[src/rtl/tetris_pkg.sv]
// Shared definitions for the piece rasteriser: grid defaults, rasteriser FSM
// states, coordinate typedefs and a helper sizing the signed cell arithmetic.
package tetris_pkg;

    localparam int GRID_W_DEF = 8;
    localparam int GRID_H_DEF = 8;

    typedef enum logic [1:0] {
        IDLE   = 2'd0,
        RASTER = 2'd1,
        DONE   = 2'd2
    } rast_state_t;

    typedef logic [$clog2(GRID_W_DEF)-1:0] col_t;
    typedef logic [$clog2(GRID_H_DEF)-1:0] row_t;

    // Signed width able to hold origin + offset on either axis without wrap.
    function automatic int coord_width(input int xw, input int yw, input int ow);
        int m;
        m = (xw > yw) ? xw : yw;
        m = (m > ow) ? m : ow;
        return m + 2;
    endfunction

endpackage

[src/rtl/grid_cell_decoder.sv]
// Combinational decoder: maps one signed absolute cell coordinate to a one-hot
// grid mask plus an in-bounds flag. Out-of-grid coordinates give an all-zero
// mask, so a cell never wraps into a neighbouring row or column.
module grid_cell_decoder #(
    parameter int GRID_W = 8,
    parameter int GRID_H = 8,
    parameter int CW     = 5
) (
    input  logic signed [CW-1:0]            ax,
    input  logic signed [CW-1:0]            ay,
    output logic        [GRID_H*GRID_W-1:0] mask,
    output logic                            in_bounds
);

    localparam logic signed [CW-1:0] W_LIM = CW'(GRID_W);
    localparam logic signed [CW-1:0] H_LIM = CW'(GRID_H);

    // Bounds test and one-hot expansion of the current cell.
    always_comb begin
        in_bounds = !ax[CW-1] && !ay[CW-1] && (ax < W_LIM) && (ay < H_LIM);
        mask      = '0;
        for (int y = 0; y < GRID_H; y++) begin
            for (int x = 0; x < GRID_W; x++) begin
                mask[y*GRID_W+x] = in_bounds && (ax == CW'(x)) && (ay == CW'(y));
            end
        end
    end

endmodule

[src/rtl/piece_rasterizer.sv]
// Sequential piece rasteriser: accepts a piece (origin + CELLS signed offsets),
// rasterises one cell per cycle into a registered one-hot occupancy matrix and
// flags out-of-bounds cells. Board collision detection (and the `board` port)
// is built only when PIECE_RASTER_COLLIDE_EN is defined; otherwise collide
// stays 0.
module piece_rasterizer
    import tetris_pkg::*;
#(
    parameter int GRID_W = GRID_W_DEF,
    parameter int GRID_H = GRID_H_DEF,
    parameter int CELLS  = 4,
    parameter int OW     = 3
) (
    input  logic                          clk,
    input  logic                          rst_n,
    input  logic                          in_valid,
    output logic                          in_ready,
    input  logic [$clog2(GRID_W)-1:0]     in_org_x,
    input  logic [$clog2(GRID_H)-1:0]     in_org_y,
    input  logic [CELLS*OW-1:0]           in_dx,
    input  logic [CELLS*OW-1:0]           in_dy,
`ifdef PIECE_RASTER_COLLIDE_EN
    input  logic [GRID_H*GRID_W-1:0]      board,
`endif
    output logic                          out_valid,
    input  logic                          out_ready,
    output logic [GRID_H*GRID_W-1:0]      matrix_out,
    output logic                          oob,
    output logic                          collide
);

    localparam int XW = $clog2(GRID_W);
    localparam int YW = $clog2(GRID_H);
    localparam int CW = coord_width(XW, YW, OW);
    localparam int IW = (CELLS > 1) ? $clog2(CELLS) : 1;
    localparam int N  = GRID_H * GRID_W;

    rast_state_t            state_r;
    logic [IW-1:0]          idx_r;
    logic [XW-1:0]          org_x_r;
    logic [YW-1:0]          org_y_r;
    logic [CELLS*OW-1:0]    dx_r;
    logic [CELLS*OW-1:0]    dy_r;
    logic [N-1:0]           matrix_r;
    logic                   oob_r;
    logic                   collide_r;
    logic                   out_valid_r;
    logic                   in_ready_r;

    logic signed [OW-1:0]   dx_cur_s;
    logic signed [OW-1:0]   dy_cur_s;
    logic signed [CW-1:0]   ax_s;
    logic signed [CW-1:0]   ay_s;
    logic [N-1:0]           cell_mask_s;
    logic                   in_bounds_s;
    logic                   hit_s;

    // Absolute coordinate of the cell selected by idx, widened so nothing wraps.
    always_comb begin
        dx_cur_s = dx_r[idx_r*OW +: OW];
        dy_cur_s = dy_r[idx_r*OW +: OW];
        ax_s     = $signed({{(CW-XW){1'b0}}, org_x_r}) + $signed({{(CW-OW){dx_cur_s[OW-1]}}, dx_cur_s});
        ay_s     = $signed({{(CW-YW){1'b0}}, org_y_r}) + $signed({{(CW-OW){dy_cur_s[OW-1]}}, dy_cur_s});
    end

    grid_cell_decoder #(
        .GRID_W (GRID_W),
        .GRID_H (GRID_H),
        .CW     (CW)
    ) u_decoder (
        .ax        (ax_s),
        .ay        (ay_s),
        .mask      (cell_mask_s),
        .in_bounds (in_bounds_s)
    );

    // Board overlap of the current cell; the mask is zero for out-of-grid cells.
    always_comb begin
`ifdef PIECE_RASTER_COLLIDE_EN
        hit_s = |(cell_mask_s & board);
`else
        hit_s = 1'b0;
`endif
    end

    // Rasteriser FSM: capture, per-cell accumulate, hold result until consumed.
    always_ff @(posedge clk or negedge rst_n) begin
        if (!rst_n) begin
            state_r     <= IDLE;
            idx_r       <= '0;
            org_x_r     <= '0;
            org_y_r     <= '0;
            dx_r        <= '0;
            dy_r        <= '0;
            matrix_r    <= '0;
            oob_r       <= 1'b0;
            collide_r   <= 1'b0;
            out_valid_r <= 1'b0;
            in_ready_r  <= 1'b1;
        end else begin
            case (state_r)
                IDLE: begin
                    if (in_valid && in_ready_r) begin
                        org_x_r    <= in_org_x;
                        org_y_r    <= in_org_y;
                        dx_r       <= in_dx;
                        dy_r       <= in_dy;
                        matrix_r   <= '0;
                        oob_r      <= 1'b0;
                        collide_r  <= 1'b0;
                        idx_r      <= '0;
                        in_ready_r <= 1'b0;
                        state_r    <= RASTER;
                    end
                end
                RASTER: begin
                    matrix_r  <= matrix_r | cell_mask_s;
                    oob_r     <= oob_r | !in_bounds_s;
                    collide_r <= collide_r | hit_s;
                    if (idx_r == IW'(CELLS-1)) begin
                        out_valid_r <= 1'b1;
                        state_r     <= DONE;
                    end else begin
                        idx_r <= idx_r + 1'b1;
                    end
                end
                DONE: begin
                    if (out_ready) begin
                        out_valid_r <= 1'b0;
                        in_ready_r  <= 1'b1;
                        state_r     <= IDLE;
                    end
                end
                default: begin
                    out_valid_r <= 1'b0;
                    in_ready_r  <= 1'b1;
                    state_r     <= IDLE;
                end
            endcase
        end
    end

    assign in_ready   = in_ready_r;
    assign out_valid  = out_valid_r;
    assign matrix_out = matrix_r;
    assign oob        = oob_r;
    assign collide    = collide_r;

endmodule

[config.mk]
export PLATFORM = sky130hd
export DESIGN_NAME = piece_rasterizer
export DESIGN_NICKNAME = d
export VERILOG_FILES = /design/src/rtl/tetris_pkg.sv /design/src/rtl/grid_cell_decoder.sv /design/src/rtl/piece_rasterizer.sv
export SDC_FILE = /design/constraint.sdc
export NUM_CORES = 1
export LEC_CHECK = 0
export CAP_MARGIN = 5
export CORE_UTILIZATION = 45
export CTS_CLUSTER_DIAMETER = 50
export DETAILED_ROUTE_END_ITERATION = 7
export GPL_TIMING_DRIVEN = 1
export PLACE_DENSITY = 0.76
export SLEW_MARGIN = 20
export SYNTH_ARGS = -nofsm -noshare
export SYNTH_HDL_FRONTEND = slang
export SYNTH_SLANG_ARGS = --single-unit
[constraint.sdc]
create_clock -name clk -period 3.31 [get_ports clk]
set_clock_uncertainty 0.1 [all_clocks]
set_input_delay 0.4965 -clock clk [delete_from_list [all_inputs] [get_ports clk]]
set_output_delay 0.4965 -clock clk [all_outputs]
set_load 0.01 [all_outputs]
# Yosys cells after proc, flatten, opt, wreduce, memory -nomap -nowiden

Index checks and enable logic that the tools add are counted.

$add $sub $neg: 3
$mul: 1
Divide/modulo/power cells: 0
Order comparisons: 2
Equal/unequal tests: 21
Shift operators: 2
Multiplexer cells: 16
Bitwise operators: 4
Reductions and logical operators: 89

Operator list:

| operator            | count |
|---|---|
| $pmux 64 s2         | 1 |
| $logic_and 1x1->1   | 76 |
| $mux 64             | 1 |
| $or 64x64->64       | 1 |
| $eq 5x4->1 const B  | 8 |
| $shiftx 12x5->3     | 2 |
| $eq 5x3->1 const B  | 4 |
| $reduce_and 3->1    | 4 |
| $add 4x3->5         | 2 |
| $eq 5x2->1 const B  | 2 |
| $logic_not 5->1     | 2 |
| $lt 5x5->1 const B  | 2 |
| $mux 2              | 5 |
| $ne 2x2->1 const B  | 4 |
| $pmux 1 s3          | 2 |
| $pmux 2 s3          | 1 |
| $eq 2x2->1 const B  | 2 |
| $mul 2x2->4 const B | 1 |
| $mux 1              | 4 |
| $pmux 2 s2          | 1 |
| $reduce_and 2->1    | 2 |
| $logic_not 1->1     | 3 |
| $add 2x1->2 const B | 1 |
| $eq 2x1->1 const B  | 1 |
| 5 further kinds     | 6 |

Flip-flop bits (word level): 101
Bits in latches: 0
Memory bits (writable): 0
Bits in read-only memories: 0
Input port bits: 34
Output and inout bits: 68
Logic and storage cells: 148
Memories kept: 0

# Depth between registers and ports, before layout

Word-level depth: 11
Mapped depth: 9
Mapped depth without buffers: 8

# Modules after synthesis

From an unflattened synthesis, not the netlist that was laid out.

Cell total of the unflattened synthesis: 439
Area total of the unflattened synthesis: 4,759.6 sq um

Modules (own cells, without submodules):

| module            | instances | cells an instance | area an instance (sq um) | sequential area each (sq um) |
|---|---|---|---|---|
| piece_rasterizer  | 1         | 341               | 4,235.3                  | 2,528.7 |
| grid_cell_decoder | 1         | 98                | 524.3                    | 0.0 |

# Least setup slack after synthesis

No wires, ideal clock.

Path type: flip-flop to flip-flop
Start: reg idx_r[0]
End: reg matrix_r[9] (netlist: matrix_out[9])
Setup time: 96 ps
Arrival: 3,064 ps
Slack: 50 ps
Cell stages (with the launch flop): 9
Path buffers: 1
Period minus slack after synthesis: 3,260 ps
Cells stage by stage: dfrtp_1 > buf_2 > mux4_2 > ha_1 > and3b_1 > or4_1 > a221oi_4 > nand4_2 > o31ai_1

Word-level cells in the longest chain between the ends: 11
Elaborated cells between the ends (all ways): 18

Ends and longest elaborated chain:

| item                                                                | line                                           | RTL |
|---|---|---|
| start, declared                                                     | piece_rasterizer.sv:39                         | `logic [IW-1:0] idx_r;` |
| start signal, assigned                                              | piece_rasterizer.sv:124                        | `idx_r <= idx_r + 1'b1;` |
| $mul 2x2->4 *                                                       | piece_rasterizer.sv:60, piece_rasterizer.sv:61 |  |
| parallel branches: the longest is 7 deep, another holds $add 4x3->5 | -                                              |  |
| $logic_and 1x1->1 *                                                 | grid_cell_decoder.sv:24                        | `mask[y*GRID_W+x] = in_bounds && (ax == CW'(x)) && (ay == CW'(y));` |
| $or 64x64->64 *                                                     | piece_rasterizer.sv:117                        | `matrix_r <= matrix_r \| cell_mask_s;` |
| $pmux 64 s2 *                                                       | piece_rasterizer.sv:101                        | `case (state_r)` |
| end signal, assigned                                                | piece_rasterizer.sv:117                        |  |
| end, declared                                                       | piece_rasterizer.sv:44                         | `logic [N-1:0] matrix_r;` |

Mark *: on every way between the ends.
A chain may end at the register's enable or synchronous reset.

# Worst setup path after layout

Ends and elaborated chain as after synthesis.

==> flow_results.xml <==
<?xml version="1.0" encoding="UTF-8"?>
<metrics>
  <group name="synthesis">
    <metric name="synth_area_leader_cell" unit="">dfrtp_1</metric>
    <metric name="synth-simple-area-share" unit="%">12.2</metric>
    <metric name="syn_area_per_cell" unit="µm²">11.4</metric>
    <metric name="synth-edff-count" unit="">0</metric>
    <metric name="synth-seq-area-share" unit="%">59.4</metric>
    <metric name="dominant_combinational_cell_family_by_area_after_synthesis" unit="">simple AND/OR/NAND/NOR gates</metric>
    <metric name="synth_xor_area_share" unit="%">0.824</metric>
    <metric name="yosys_warnings" unit="">0</metric>
    <metric name="synth_area" unit="µm²">4250</metric>
    <metric name="number_of_synthesized_register_bits" unit="">101</metric>
    <metric name="synthesized_netlist_net_count" unit="">418</metric>
    <metric name="synth_cell_type_count" unit="">38</metric>
    <metric name="synth-compound-area-share" unit="%">10.6</metric>
    <metric name="post_synth_mux_area_share" unit="%">11.1</metric>
    <metric name="post_synth_fa_ha_maj_area_fraction" unit="%">3.59</metric>
    <metric name="syn_inst" unit="">373</metric>
    <metric name="synth_top_cells_by_area" unit="">dfrtp_1, mux2_2, o21ai_0</metric>
    <metric name="ys.flop_type" unit="">dfrtp_1</metric>
    <metric name="synth-async-reset-ratio" unit="%">100</metric>
    <metric name="synth.top_cell.area_share" unit="%">58.8</metric>
  </group>
  <group name="floorplan">
    <metric name="floorplan.die_area" unit="µm²">9850</metric>
    <metric name="floorplan.io_pins" unit="">102</metric>
    <metric name="die_w" unit="µm">99.2</metric>
    <metric name="fp.dieH" unit="µm">99.2</metric>
    <metric name="floorplan.initialDensity" unit="%">46.3</metric>
    <metric name="num_rows" unit="">35</metric>
    <metric name="core_region_area" unit="µm²">9200</metric>
  </group>
  <group name="power_and_ir_drop">
    <metric name="vdd_drop_max" unit="mV">0.528</metric>
    <metric name="power_leakage" unit="nW">2.51</metric>
    <metric name="powerDensity" unit="nW/µm²">1140</metric>
    <metric name="power.total" unit="mW">6.50</metric>
  </group>
  <group name="place">
    <metric name="placedInstanceArea" unit="µm²">5400</metric>
    <metric name="portBuffers" unit="">100</metric>
    <metric name="gpl.final_weighted_congestion" unit="">0.784</metric>
    <metric name="dp_hpwl" unit="µm">7050</metric>
  </group>
  <group name="cells_and_area">
    <metric name="total_nets_final" unit="">529</metric>
    <metric name="seq_area" unit="µm²">2530</metric>
    <metric name="multi_input_area" unit="µm²">1680</metric>
    <metric name="final.fill_count" unit="">745</metric>
    <metric name="layout-area-overhead-vs-synth" unit="%">34.3</metric>
    <metric name="antennaDiodeCount" unit="">0</metric>
    <metric name="share_of_the_core_filled_with_cells_in_the_final_layout" unit="%">62.1</metric>
    <metric name="final_cell_area" unit="µm²">5710</metric>
    <metric name="layout-drive-gt1-share" unit="%">16.0</metric>
  </group>
  <group name="cts">
    <metric name="clock_insertion_delay_at_the_later_pin_of_the_skew_report" unit="ns">0.36</metric>
    <metric name="cts.hold.buffers_added" unit="">0</metric>
    <metric name="tritoncts_clock_tree" unit="">yes</metric>
    <metric name="cts.root.buffer_cell" unit="">clkbuf_8</metric>
    <metric name="tritoncts.num_buffers" unit="">9</metric>
    <metric name="cts_max_path_buffers" unit="">2</metric>
    <metric name="numClockSinks" unit="">101</metric>
    <metric name="h-tree-depth" unit="">3</metric>
    <metric name="clk_pin_slew" unit="ns">0.10</metric>
  </group>
  <group name="setup_path">
    <metric name="critPathArrivalTime" unit="ns">3.38</metric>
    <metric name="timing.critical_path.fanout_max" unit="">10</metric>
    <metric name="timing.critical_path.to_type" unit="">register</metric>
    <metric name="timing.reg2reg.worst_path_depth" unit="">9</metric>
    <metric name="class_of_the_most_critical_setup_path" unit="">register to register</metric>
    <metric name="timing.rr.start" unit="">idx_r[0]</metric>
    <metric name="cp-start-kind" unit="">register</metric>
    <metric name="worstSetupStartpoint" unit="">idx_r[0]</metric>
    <metric name="worstPathRequired" unit="ns">3.49</metric>
  </group>
  <group name="global_route">
    <metric name="groute.usage.overall" unit="%">21.0</metric>
    <metric name="grt_first_pass_wirelength" unit="µm">16000</metric>
    <metric name="first_global_vias" unit="">3293</metric>
    <metric name="grt_remaining_overflow" unit="">0</metric>
    <metric name="pin_count_of_the_biggest_net_entering_global_routing" unit="">55</metric>
    <metric name="antenna_found_initial" unit="">0</metric>
  </group>
  <group name="sta">
    <metric name="rsz_0062_raised_after_global_routing" unit="">no</metric>
    <metric name="tightest_slew" unit="ns">0.668</metric>
    <metric name="period_needed" unit="ns">3.21</metric>
    <metric name="slew_limit_headroom" unit="%">55.1</metric>
    <metric name="hold-worst-slack" unit="ns">0.0399</metric>
    <metric name="max_slew_violations" unit="">0</metric>
    <metric name="layout_worst_path_cycle_share" unit="%">96.9</metric>
    <metric name="timing.final.setup_violations" unit="">0</metric>
    <metric name="finalHoldViolCount" unit="">0</metric>
    <metric name="clock.fmax" unit="GHz">0.312</metric>
  </group>
  <group name="drt">
    <metric name="wl_per_cell" unit="µm">16.1</metric>
    <metric name="vias" unit="">3213</metric>
    <metric name="routed_via_density" unit="">5.36</metric>
    <metric name="routed_wl" unit="µm">9680</metric>
    <metric name="detailedRoute.firstPassIterationCount" unit="">4</metric>
    <metric name="final_antenna_net_count" unit="">0</metric>
    <metric name="drc" unit="">0</metric>
    <metric name="drt_iter0_markers" unit="">183</metric>
  </group>
  <group name="job">
    <metric name="maxCapViolations" unit="">0</metric>
  </group>
  <group name="run_status">
    <metric name="status" unit="">complete, no violations</metric>
  </group>
  <group name="min_path">
    <metric name="worstHoldPathType" unit="">primary input to asynchronous set/reset pin</metric>
  </group>
</metrics>
per-layer routing:
layer | track usage [%] | wire length (µm) | vias up | part of all wire (%)
li1 | - | - | 1520 | -
met1 | 27.9 | 4330 | 1564 | 45
met2 | 33.9 | 4630 | 107 | 48
met3 | 3.94 | 489 | 22 | 5.1
met4 | 9.16 | 227 | 0 | 2.3
met5 | 0 | 0 | - | 0
area by class of cell:
class	instances	area share, %
sequential	101	44.3
multi-input combinational	250	29.5
timing repair buffer	114	19.3
tap	111	2.43
clock buffer	9	2.17
clock inverter	7	1.84
inverter	8	0.526
final timing paths:
check | end | slack (ns)
min in group clk | matrix_out[44] | 0.39
hold reg to reg | matrix_out[44] | 0.39
setup / recovery | matrix_out[9] | 0.10
setup reg to reg | matrix_out[9] | 0.10
max in group asynchronous | matrix_out[9] | 2.24
hold / removal | dx_r[9] | 0.04
state kept, by name, summed over array words and instances, names as in the netlist, 2 cells and up:
name        cells
org_x_r         3
dy_r           12
matrix_out     64
idx_r           2
dx_r           12
state_r         2
org_y_r         3
metrics by stage:
step                      instances  TNS (ns)  worst slack (ns)
final                           600         0             0.102
after global routing            600         0            0.0134
after floorplan                 373         0            0.0501
after detailed placement        579     -1.89            -0.129
after global placement          579    -0.256           -0.0602
after CTS                       598    -0.492           -0.0602
synthesized netlist by cell type, types with 2 or more instances:
master	number
nand3_1	13
nor2b_1	3
nor2_1	7
mux4_2	6
clkbuf_1	12
nand2_1	76
dfrtp_1	100
a21oi_1	4
o31ai_1	2
or3_1	2
o21ai_1	3
xor2_1	2
ha_1	9
inv_1	8
fa_1	2
o21ai_0	65
xnor2_1	2
nand2b_1	3
and3_1	3
nor3_1	2
mux2_2	30
a21o_1	2
nand4_1	2
critical path, stage by stage (launching register included):
cell	delay [ns]
dfrtp_1	0.43
buf_4	0.17
mux4_2	0.50
ha_1	0.23
and3b_1	0.20
or4_4	0.53
a221oi_4	0.27
buf_4	0.21
nand4_4	0.20
o31ai_1	0.28
cell usage in the layout (no fill, tap or decap), types with 5 or more instances in the layout:
master and n:
mux4_2 6, nand3_1 9, o21ai_1 5, o21ai_0 63, buf_4 15, nand2_1 76, ha_1 9, clkdlybuf4s50_1 99
dfrtp_1 100, nor2_1 7, clkbuf_8 9, inv_1 8, mux2_2 30
where the power goes:
part           leakage [nW]  internal (mW)  total, mW  switching, mW
clock                 0.112          0.436      0.878          0.442
sequential             1.27           1.80       2.17          0.366
combinational          1.13           1.68       3.46           1.78
total                  2.51           3.92       6.50           2.58
repair_timing:
item / 4_1_cts / 5_1_grt
resized for setup: 0 / 10
buffers inserted: 3 / 2
pin swaps: 2 / 1
setup endpoints to repair: 33 / 63
kinds of logic (layout without fill, tap and decap cells):
family,after synthesis,in the layout
xor+xnor,4,4
fa+ha+maj,11,11
mux,36,36
simple gates,117,117
buf+inv,22,138
other cells,1,1
flops,101,101
compound gates,81,81
No activity file was read; power rests on OpenSTA's default activity.
